--- src/rtl/sev_seg_scan_ctrl.sv ---
// Scan scheduler for a shared 4-digit common-anode seven-segment display.
// Time-multiplexes one segment bus across four digits, puts an all-off gap
// ahead of every digit slot, and freezes the digit data once per frame.
module sev_seg_scan_ctrl #(
    parameter int unsigned SCAN_DIV  = 32768,
    parameter int unsigned BLANK_CYC = 256
) (
    input  logic       clk_main,
    input  logic       reset,
    input  logic [3:0] num_1,
    input  logic [3:0] num_2,
    input  logic [3:0] num_3,
    input  logic [3:0] num_4,
    input  logic [3:0] dp_in,
    input  logic [3:0] digit_blank,
    input  logic       lz_suppress,
    output logic [7:0] sev_seg_leds,
    output logic [3:0] led_enable,
    output logic       frame_done
);

    localparam int unsigned CNT_W   = (SCAN_DIV > 1) ? $clog2(SCAN_DIV) : 1;
    localparam int unsigned NUM_DIG = 4;

    localparam logic [CNT_W-1:0] SLOT_LAST = CNT_W'(SCAN_DIV - 1);
    localparam logic [CNT_W-1:0] DRIVE_BEG = CNT_W'(BLANK_CYC);

    typedef enum logic {
        ST_BLANK = 1'b0,
        ST_DRIVE = 1'b1
    } state_e;

    // Active-low segment pattern (bits g..a) for one hex nibble
    function automatic logic [6:0] hex_to_seg(input logic [3:0] val);
        logic [6:0] seg;
        unique case (val)
            4'h0:    seg = 7'h40;
            4'h1:    seg = 7'h79;
            4'h2:    seg = 7'h24;
            4'h3:    seg = 7'h30;
            4'h4:    seg = 7'h19;
            4'h5:    seg = 7'h12;
            4'h6:    seg = 7'h02;
            4'h7:    seg = 7'h78;
            4'h8:    seg = 7'h00;
            4'h9:    seg = 7'h10;
            4'hA:    seg = 7'h08;
            4'hB:    seg = 7'h03;
            4'hC:    seg = 7'h46;
            4'hD:    seg = 7'h21;
            4'hE:    seg = 7'h06;
            default: seg = 7'h0E;
        endcase
        return seg;
    endfunction

    state_e           state_q, state_d;
    logic [CNT_W-1:0] slot_cnt_q, slot_cnt_d;
    logic [1:0]       dig_idx_q, dig_idx_d;

    logic [3:0]       sh_num_q [NUM_DIG];
    logic [3:0]       sh_dp_q;
    logic [3:0]       sh_blank_q;
    logic             sh_lz_q;

    logic [7:0]       seg_q, seg_d;
    logic [3:0]       an_q, an_d;
    logic             frame_done_q, frame_done_d;

    logic             frame_start_c;
    logic [3:0]       dark_c;

    // Shadows load on the first clock of digit 0's slot
    assign frame_start_c = (slot_cnt_q == '0) && (dig_idx_q == 2'd0);

    // Per-digit dark flags from shadowed data: forced blank or leading zero
    always_comb begin
        dark_c    = sh_blank_q;
        dark_c[3] = sh_blank_q[3] | (sh_lz_q & (sh_num_q[3] == 4'h0));
        dark_c[2] = sh_blank_q[2] | (sh_lz_q & (sh_num_q[3] == 4'h0)
                                             & (sh_num_q[2] == 4'h0));
        dark_c[1] = sh_blank_q[1] | (sh_lz_q & (sh_num_q[3] == 4'h0)
                                             & (sh_num_q[2] == 4'h0)
                                             & (sh_num_q[1] == 4'h0));
    end

    // Slot counter, digit index and BLANK/DRIVE next-state
    always_comb begin
        slot_cnt_d = slot_cnt_q + CNT_W'(1);
        dig_idx_d  = dig_idx_q;
        state_d    = state_q;
        if (slot_cnt_q == SLOT_LAST) begin
            slot_cnt_d = '0;
            dig_idx_d  = dig_idx_q + 2'd1;
            state_d    = ST_BLANK;
        end else if (slot_cnt_d == DRIVE_BEG) begin
            state_d    = ST_DRIVE;
        end
    end

    // Output decode from the current state; registered one clock later
    always_comb begin
        seg_d        = 8'hFF;
        an_d         = 4'hF;
        frame_done_d = (slot_cnt_q == SLOT_LAST) && (dig_idx_q == 2'd3);
        if ((state_q == ST_DRIVE) && !dark_c[dig_idx_q]) begin
            an_d  = ~(4'b0001 << dig_idx_q);
            seg_d = {~sh_dp_q[dig_idx_q], hex_to_seg(sh_num_q[dig_idx_q])};
        end
    end

    // Scan state registers
    always_ff @(posedge clk_main) begin
        if (reset) begin
            state_q    <= ST_BLANK;
            slot_cnt_q <= '0;
            dig_idx_q  <= 2'd0;
        end else begin
            state_q    <= state_d;
            slot_cnt_q <= slot_cnt_d;
            dig_idx_q  <= dig_idx_d;
        end
    end

    // Frame-coherent shadow copies of all digit inputs
    always_ff @(posedge clk_main) begin
        if (reset) begin
            for (int i = 0; i < NUM_DIG; i++) begin
                sh_num_q[i] <= 4'h0;
            end
            sh_dp_q    <= 4'h0;
            sh_blank_q <= 4'h0;
            sh_lz_q    <= 1'b0;
        end else if (frame_start_c) begin
            sh_num_q[0] <= num_1;
            sh_num_q[1] <= num_2;
            sh_num_q[2] <= num_3;
            sh_num_q[3] <= num_4;
            sh_dp_q     <= dp_in;
            sh_blank_q  <= digit_blank;
            sh_lz_q     <= lz_suppress;
        end
    end

    // Registered display outputs; segments and anodes move on the same edge
    always_ff @(posedge clk_main) begin
        if (reset) begin
            seg_q        <= 8'hFF;
            an_q         <= 4'hF;
            frame_done_q <= 1'b0;
        end else begin
            seg_q        <= seg_d;
            an_q         <= an_d;
            frame_done_q <= frame_done_d;
        end
    end

    assign sev_seg_leds = seg_q;
    assign led_enable   = an_q;
    assign frame_done   = frame_done_q;

endmodule

--- config.mk ---
export PLATFORM = sky130hd
export DESIGN_NAME = sev_seg_scan_ctrl
export DESIGN_NICKNAME = d
export VERILOG_FILES = /design/src/rtl/sev_seg_scan_ctrl.sv
export SDC_FILE = /design/constraint.sdc
export NUM_CORES = 1
export LEC_CHECK = 0
export CAP_MARGIN = 20
export CORE_UTILIZATION = 45
export CTS_CLUSTER_DIAMETER = 150
export DETAILED_ROUTE_END_ITERATION = 10
export GPL_TIMING_DRIVEN = 0
export PLACE_DENSITY = 0.68
export RECOVER_POWER = 25
export REMOVE_ABC_BUFFERS = 1
export SYNTH_ARGS = -nofsm -noshare
export SYNTH_HDL_FRONTEND = slang
export SYNTH_SLANG_ARGS = --single-unit
--- constraint.sdc ---
create_clock -name clk_main -period 2.4 [get_ports clk_main]
set_clock_uncertainty 0.1 [all_clocks]
set_input_delay 0.36 -clock clk_main [delete_from_list [all_inputs] [get_ports clk_main]]
set_output_delay 0.36 -clock clk_main [all_outputs]
set_load 0.03 [all_outputs]
* Word level (Yosys, flattened, before mapping)
Memories as Yosys holds them, arrays and structs flattened. A register that Yosys moved wholly into a read port is not among the register bits. Index checks and enable logic that the tools add are counted.
Operators by class: $add $sub $neg 2, order comparisons 1, reductions and logical operators 11, equality and inequality tests 3, bitwise operators 13, multiplexer cells 15, shift-type cells 1
Operators with widths (count):
- 4-bit two-way mux | 4
- 15-bit by 1-bit adder with 15-bit output, second input constant | 1
- 15-bit == test, second input constant | 1
- 15-bit by 9-bit == test with 1-bit output, second input constant | 1
- 15-bit zero test | 1
- 4-bit zero test | 3
- 1-bit two-way mux | 7
- 1-bit OR | 7
- 1-bit binary-select mux with 2-bit select | 2
- 2-bit two-way mux | 2
- 4-bit NOT | 1
- 2-bit OR reduction | 2
- 1-bit by 2-bit left shift with 4-bit output, first input constant | 1
- 1-bit bitwise AND | 3
- 1-bit logical AND | 3
- 2-bit by 3-bit less-than comparator with 1-bit output, second input constant | 1
- 2-bit by 1-bit adder with 2-bit output, second input constant | 1
- 2-bit == test, second input constant | 1
- 2-bit zero test | 1
- 1-bit NOT | 2
- 1-bit zero test | 1
Word-level totals: RAM bits 16, output and inout port bits 13, register bits after elaboration 40, input port bits 27, memory bits (read-only) 112, word-level logic and storage cells 57, memories kept 2
Memory list:
- (name not given) | depth 16, bits a word 7, read ports 1, clocked after Yosys merged registers in 1, write ports 0, RTL line 36 | unique case (val)
- sh_num_q | depth 4, bits a word 4, read ports 4, clocked after Yosys merged registers in 1, write ports 4, RTL line 61 | logic [3:0] sh_num_q [NUM_DIG];

* Logic depth before layout (Yosys ltp)
Gate-level depths: netlist (run 1).
depth in word-level cells 11, depth in mapped cells 7, mapped depth without buffers 6

* Worst setup path after synthesis (run 1)
OpenSTA, ideal clock, no wires.
kind flip-flop to flip-flop, from register with a tool-made name, to register seg_q[3], in the netlist sev_seg_leds[3], data required time 2.166 ns, cell stages (with the launch flop) 7, setup slack 0.288 ns, buffers on the path 0, period minus slack after synthesis 2.112 ns, data arrival time 1.877 ns, setup time 0.134 ns, path through dfxtp_1 > mux4_2 > inv_1 > ha_1 > inv_1 > mux4_2 > nand2b_1
RTL lines:
- end, declared | RTL line 66 | logic [7:0] seg_q, seg_d;

* Worst setup path after layout (run 1)
from input port reset, to register seg_q[1], in the netlist sev_seg_leds[1]
Between the ends: word-level cells in the longest chain between the ends 1
Ends and longest elaborated chain:
- start, declared | RTL line 9 | input logic reset,
- 2-bit OR reduction (no source line)
No other way between the ends. A chain may end at the register's enable or synchronous reset.

==> results_dict.tcl, run 1 <==
set metrics [dict create \
    muxShareOfSynthArea 0.09650 \
    start_util 0.4745 \
    total_power_uw 2093 \
    startpoint_type "primary input" \
    final_core_util 0.5827 \
    p_sw_uw 514.2 \
    cp.arrival_ns 2.35 \
    slowest_delay_ns 0.85 \
    drv_slew 0 \
    yosys.area_share.simple 0.1963 \
    switching_share 0.2457 \
    end_kind "flop" \
    synth.top_cell.area_share 0.3179 \
    max_freq_ghz 0.4427 \
    cts.htree.levels 3 \
    ys_seq_elements 58 \
    internal_power_uw 1579 \
    dr_wl_met2_um 2103 \
    synth-compound-area-share 0.06197 \
    synth_adder_area_share 0.05676 \
    n_antenna_cell 0 \
    remaining_drc_errors 0 \
    synth_top_family_by_area "simple AND/OR/NAND/NOR gates" \
    path_delay_family "buffers and inverters" \
    grt_pass1_vias 1781 \
    pwr-share-clk 0.360 \
    gp_congestion 0.7706 \
    finalHoldViolations 0 \
    path_clk_slew_ns 0.06 \
    status "finished, final reports clean" \
    grt.total_usage 0.1767 \
    synthDistinctLibCells 38 \
    finalCritPeriodShare 0.9411 \
    synth_area_per_cell_um2 10.45 \
    wire_per_inst_um 12.98 \
    yosysSeqAreaShare 0.4995 \
    yosys_warnings 0 \
    ctsResizeCount 0 \
    final_layout_size_suffix_gt1_frac 0.09122 \
    root_buffer "clkbuf_8" \
    path_cells "dlygate4sd3_1 > a2111oi_0 > buf_4 > o221ai_1" \
    rows 27 \
    grt_max_degree 23 \
    wl_um 4777 \
    syn_area_um2 2645 \
    top_layer_used "met4" \
    fin_setup_tns_ns 0 \
    cts_made_buffers 9 \
    hold_class "reg2reg" \
    power_frac_seq 0.524 \
    grt.overflow.total 0 \
    rsz0062_at_grt "false" \
    final_common_cell "dfxtp_1" \
    die_area_um2 6188 \
    die_h_um 78.67 \
    critPathRequiredTime_ns 2.49 \
    place_area_um2 3088 \
    power.density_nw_per_um2 644.5 \
    area_growth_pct 22.80 \
    critical_path_class "in2reg" \
    via_count 1900 \
    viasPerCell 5.163 \
    ir_drop_uv 374.9 \
    wl_met1_um 2357 \
    leakage_uw 0.001218 \
    maxSlewHeadroom 0.4236 \
    drv_cap 0 \
    fin_area_um2 3248 \
    core_um2 5574 \
    syn_inst 253 \
    post-route-min-period_ns 2.259 \
    port_buffers 39 \
    cts_hold_buffers 0 \
    synth.area.top_cells "dfxtp_1 (32%), edfxtp_1 (18%), ha_1 (5.7%), mux4_2 (5.1%), mux2i_1 (4.5%)" \
    grt_pass1_wl_um 8286 \
    cp_slowest_cell "dlygate4sd3_1" \
    cts_tree "yes" \
    die_x_um 78.67 \
    antenna_left 0 \
    antenna_found_initial 0 \
    synth_xor_area_frac 0.04967 \
    pwr-share-comb 0.116 \
    first_iter_violations 166 \
    clkLatencyLatePin_ns 0.33 \
    cts_max_path_buffers 2 \
    clock_sinks 58 \
    nNetsFinal 331 \
    synth_top_area_cell "dfxtp_1" \
    finalSetupViolations 0 \
    io_pins 40 \
    worst_pin_slew_ns 0.8617 \
    hold_ws_ns 0.3751 \
    critPathBufInv 2 \
    dr.pass1.iters 4 \
    final_cell_mix "dfxtp_1 (42), nor2_1 (32), clkdlybuf4s50_1 (25)" \
    place_hpwl_um 3338 \
    route.met3.wl_um 216 \
    cts_setup_buffers 0 \
    crit_path_max_fanout 22 \
]
[cell type report]
type	instances	area (µm²)
inverters	13	48.80
clock inverters	4	20.02
well taps	72	90.09
clock buffers	11	141.4
repair buffers	41	402.9
flip-flops and latches	58	1321
multi-input cells	169	1224
fillers	516	2326
[power by group through the flow]
stage / Combinational, µW / Clock, µW / Sequential [µW]
final: 243 / 753 / 1100
after global routing: 274 / 810 / 1100
after CTS: 245 / 764 / 1100
after detailed placement: 243 / 0 / 1120
after global placement: 235 / 0 / 1120
after floorplan: 160 / 0 / 1110
[flip-flops by register name (all words and copies together), names as in the netlist, named ones only]
| signal | count |
|---|---|
| sh_blank_q | 4 |
| sh_dp_q | 4 |
| dig_idx_q | 2 |
| slot_cnt_q | 15 |
| state_q | 1 |
| led_enable | 4 |
| frame_done | 1 |
| sh_lz_q | 1 |
| sev_seg_leds | 8 |
| sh_num_q | 16 |
[through the flow]
step	cells	setup slack, ns
finish	368	0.1413
global route	368	0.02707
CTS	368	0.005211
detailed placement	353	-0.02458
global placement	351	-1.521
floorplan	240	0.008727
[per-layer routing]
metal | track usage | vias to the layer above
met5 | 0 | -
met3 | 0.03953 | 10
li1 | - | 959
met2 | 0.2626 | 54
met4 | 0.09444 | 0
met1 | 0.2378 | 877
[logic make-up after synthesis]
family,after synthesis
buffers and inverters,26
xor gates and xnor gates,15
adders and majority gates,12
and+or+nand+nor,102
AOI/OAI and AO/OA,22
muxes,18
DFF,58
[cell usage after synthesis]
cell / count
o21ai_0: 3
edfxtp_1: 16
nor2_2: 1
o2111ai_1: 1
and4_2: 1
and2_1: 18
nor2b_1: 2
nand2b_1: 4
ha_1: 12
a2111oi_1: 1
nor3b_1: 1
mux2i_1: 12
or4_1: 1
a311oi_1: 2
nor3_1: 2
dfxtp_1: 42
xnor2_1: 6
a211o_1: 1
a21oi_2: 1
nor2_1: 32
and3_1: 2
xor2_1: 9
mux4_2: 6
and4_1: 1
a21oi_1: 5
nand4_1: 6
nand2_1: 16
a2111o_1: 1
nand3_1: 6
or2_2: 2
nand4b_1: 1
buf_2: 5
inv_1: 13
a21o_1: 1
nor4_1: 6
o221ai_1: 5
clkbuf_1: 8
o31ai_1: 1
[final timing paths]
check | depth (start not counted) | from | slack (ns) | end
setup / recovery | 4 | reset | 0.14 | sev_seg_leds[1]
hold / removal | 1 | slot_cnt_q[0] | 0.38 | slot_cnt_q[0]
setup reg to reg | 6 | flop | 0.20 | sev_seg_leds[3]
hold reg to reg | 1 | slot_cnt_q[0] | 0.38 | slot_cnt_q[0]
No activity file was read; power rests on OpenSTA's default activity.
==> run 2: changes to the inputs <==
SETUP_SLACK_MARGIN = 0.5   (was default)
SKIP_LAST_GASP = 1   (was default)
==> results_dict.tcl, run 2 (synthesis gave the netlist of run 1 again) <==
set metrics [dict create \
    end_kind "flop" \
    switching_share 0.2487 \
    startpoint_type "flop" \
    largest_reg_flops 16 \
    io_pins 40 \
    n_antenna_cell 0 \
    final_cell_mix "nor2_1 (33), clkdlybuf4s50_1 (31), dfxtp_1 (28), and2_1 (17)" \
    path_delay_family "simple AND/OR/NAND/NOR gates" \
    multi_input_comb_area_um2 1279 \
    dr.pass1.iters 4 \
    first_iter_violations 119 \
    total_power_uw 2132 \
    finalSetupViolations 0 \
    hold_class "reg2reg" \
    critPathBufInv 0 \
    root_buffer "clkbuf_8" \
    path_clk_slew_ns 0.06 \
    slowest_delay_ns 0.46 \
    clock_sinks 58 \
    fillCellCount 483 \
    grt.overflow.total 0 \
    pwr-share-comb 0.133 \
    leakage_uw 0.001315 \
    post-route-min-period_ns 2.103 \
    internal_power_uw 1602 \
    hold_ws_ns 0.3937 \
    grt_max_degree 23 \
    drv_slew 0 \
    cp.arrival_ns 2.20 \
    final_common_cell "nor2_1" \
    pwr-share-clk 0.353 \
    cts_tree "yes" \
    place_hpwl_um 3338 \
    grt_pass1_wl_um 8811 \
    gp_congestion 0.7706 \
    critical_path_class "reg2reg" \
    nNetsFinal 347 \
    cts_hold_buffers 0 \
    power_frac_seq 0.513 \
    grt_pass1_vias 1909 \
    worst_pin_slew_ns 1.067 \
    status "finished, final reports clean" \
    drv_cap 0 \
    antenna_found_initial 0 \
    area_growth_pct 30.61 \
    max_freq_ghz 0.4754 \
    final_layout_size_suffix_gt1_frac 0.2244 \
    rsz0062_at_grt "true" \
    wl_um 5146 \
    cts_max_path_buffers 2 \
    finalCritPeriodShare 0.8764 \
    ff_latch_area_um2 1354 \
    maxSlewHeadroom 0.2886 \
    cts.htree.levels 3 \
    critPathRequiredTime_ns 2.50 \
    rows 27 \
    power.density_nw_per_um2 617.2 \
    remaining_drc_errors 0 \
    cts_made_buffers 9 \
    p_sw_uw 530.2 \
    cp_slowest_cell "nor4_1" \
    die_area_um2 6188 \
    via_count 1966 \
    wire_per_inst_um 13.40 \
    core_um2 5574 \
    clkLatencyLatePin_ns 0.33 \
    antenna_left 0 \
    port_buffers 39 \
    viasPerCell 5.120 \
    path_cells "ha_1 > nand3_1 > nor4_1 > nand2_1 > nand2b_1 > nor2_1" \
    finalHoldViolations 0 \
    largest-register "sh_num_q" \
    die_h_um 78.67 \
    start_util 0.4745 \
    die_x_um 78.67 \
    ir_drop_uv 375.1 \
    grt.total_usage 0.1874 \
    crit_path_max_fanout 11 \
]
==> run 2: area by class of cell <==
type	count	share of cell area
multi-input combinational	169	0.3702
clock buffer	11	0.04093
clock inverter	4	0.005795
sequential	58	0.3919
inverter	13	0.01485
timing repair buffer	57	0.1503
tap	72	0.02608
==> run 2: final timing paths <==
path            startpoint        endpoint  slack [ns]  cells after the start
max reg2reg  slot_cnt_q[1]  slot_cnt_q[11]        0.30                      6
min             sh_dp_q[2]      sh_dp_q[2]        0.39                      2
max          slot_cnt_q[1]  slot_cnt_q[11]        0.30                      6
min reg2reg     sh_dp_q[2]      sh_dp_q[2]        0.39                      2
==> run 2: what timing repair did <==
| action | 4_1_cts | 5_1_grt |
|---|---|---|
| gates resized for setup | 31 | 17 |
| buffers inserted | 15 | 1 |
| pin swaps | 8 | 5 |
| endpoints found under the setup margin | 66 | 65 |
==> run 2: routing by layer <==
layer  GRT usage  vias to the layer above  share of wire
li1            -                      987              -
met1      0.2428                      926           0.48
met5           0                        -              0
met3     0.03953                        8          0.036
met4     0.09444                        0          0.019
met2      0.2939                       45           0.46
==> run 2: metrics by stage <==
step           instance area, µm²  std cells  setup TNS [ns]    util  setup slack (ns)
4_1_cts                      3440        383               0  0.6171            0.3653
6_report                     3455        384               0  0.6198            0.2967
5_1_grt                      3455        384               0  0.6198            0.1806
3_5_place_dp                 3088        353        -0.02458  0.5540          -0.02458
3_3_place_gp                 3070        351          -23.82  0.5508            -1.521
2_1_floorplan                2590        240               0       -          0.008727
==> run 2: worst min-delay path, stage by stage (launching register included) <==
cell and delay (ns):
dfxtp_1 0.32, mux2i_1 0.06, nor2_1 0.07
==> run 2: power groups by stage <==
stage               clock network, µW  registers (µW)  logic, µW
global placement                    0            1120        235
global route                      807            1100        316
CTS                               764            1100        280
floorplan                           0            1110        160
detailed placement                  0            1120        243
finish                            753            1090        285
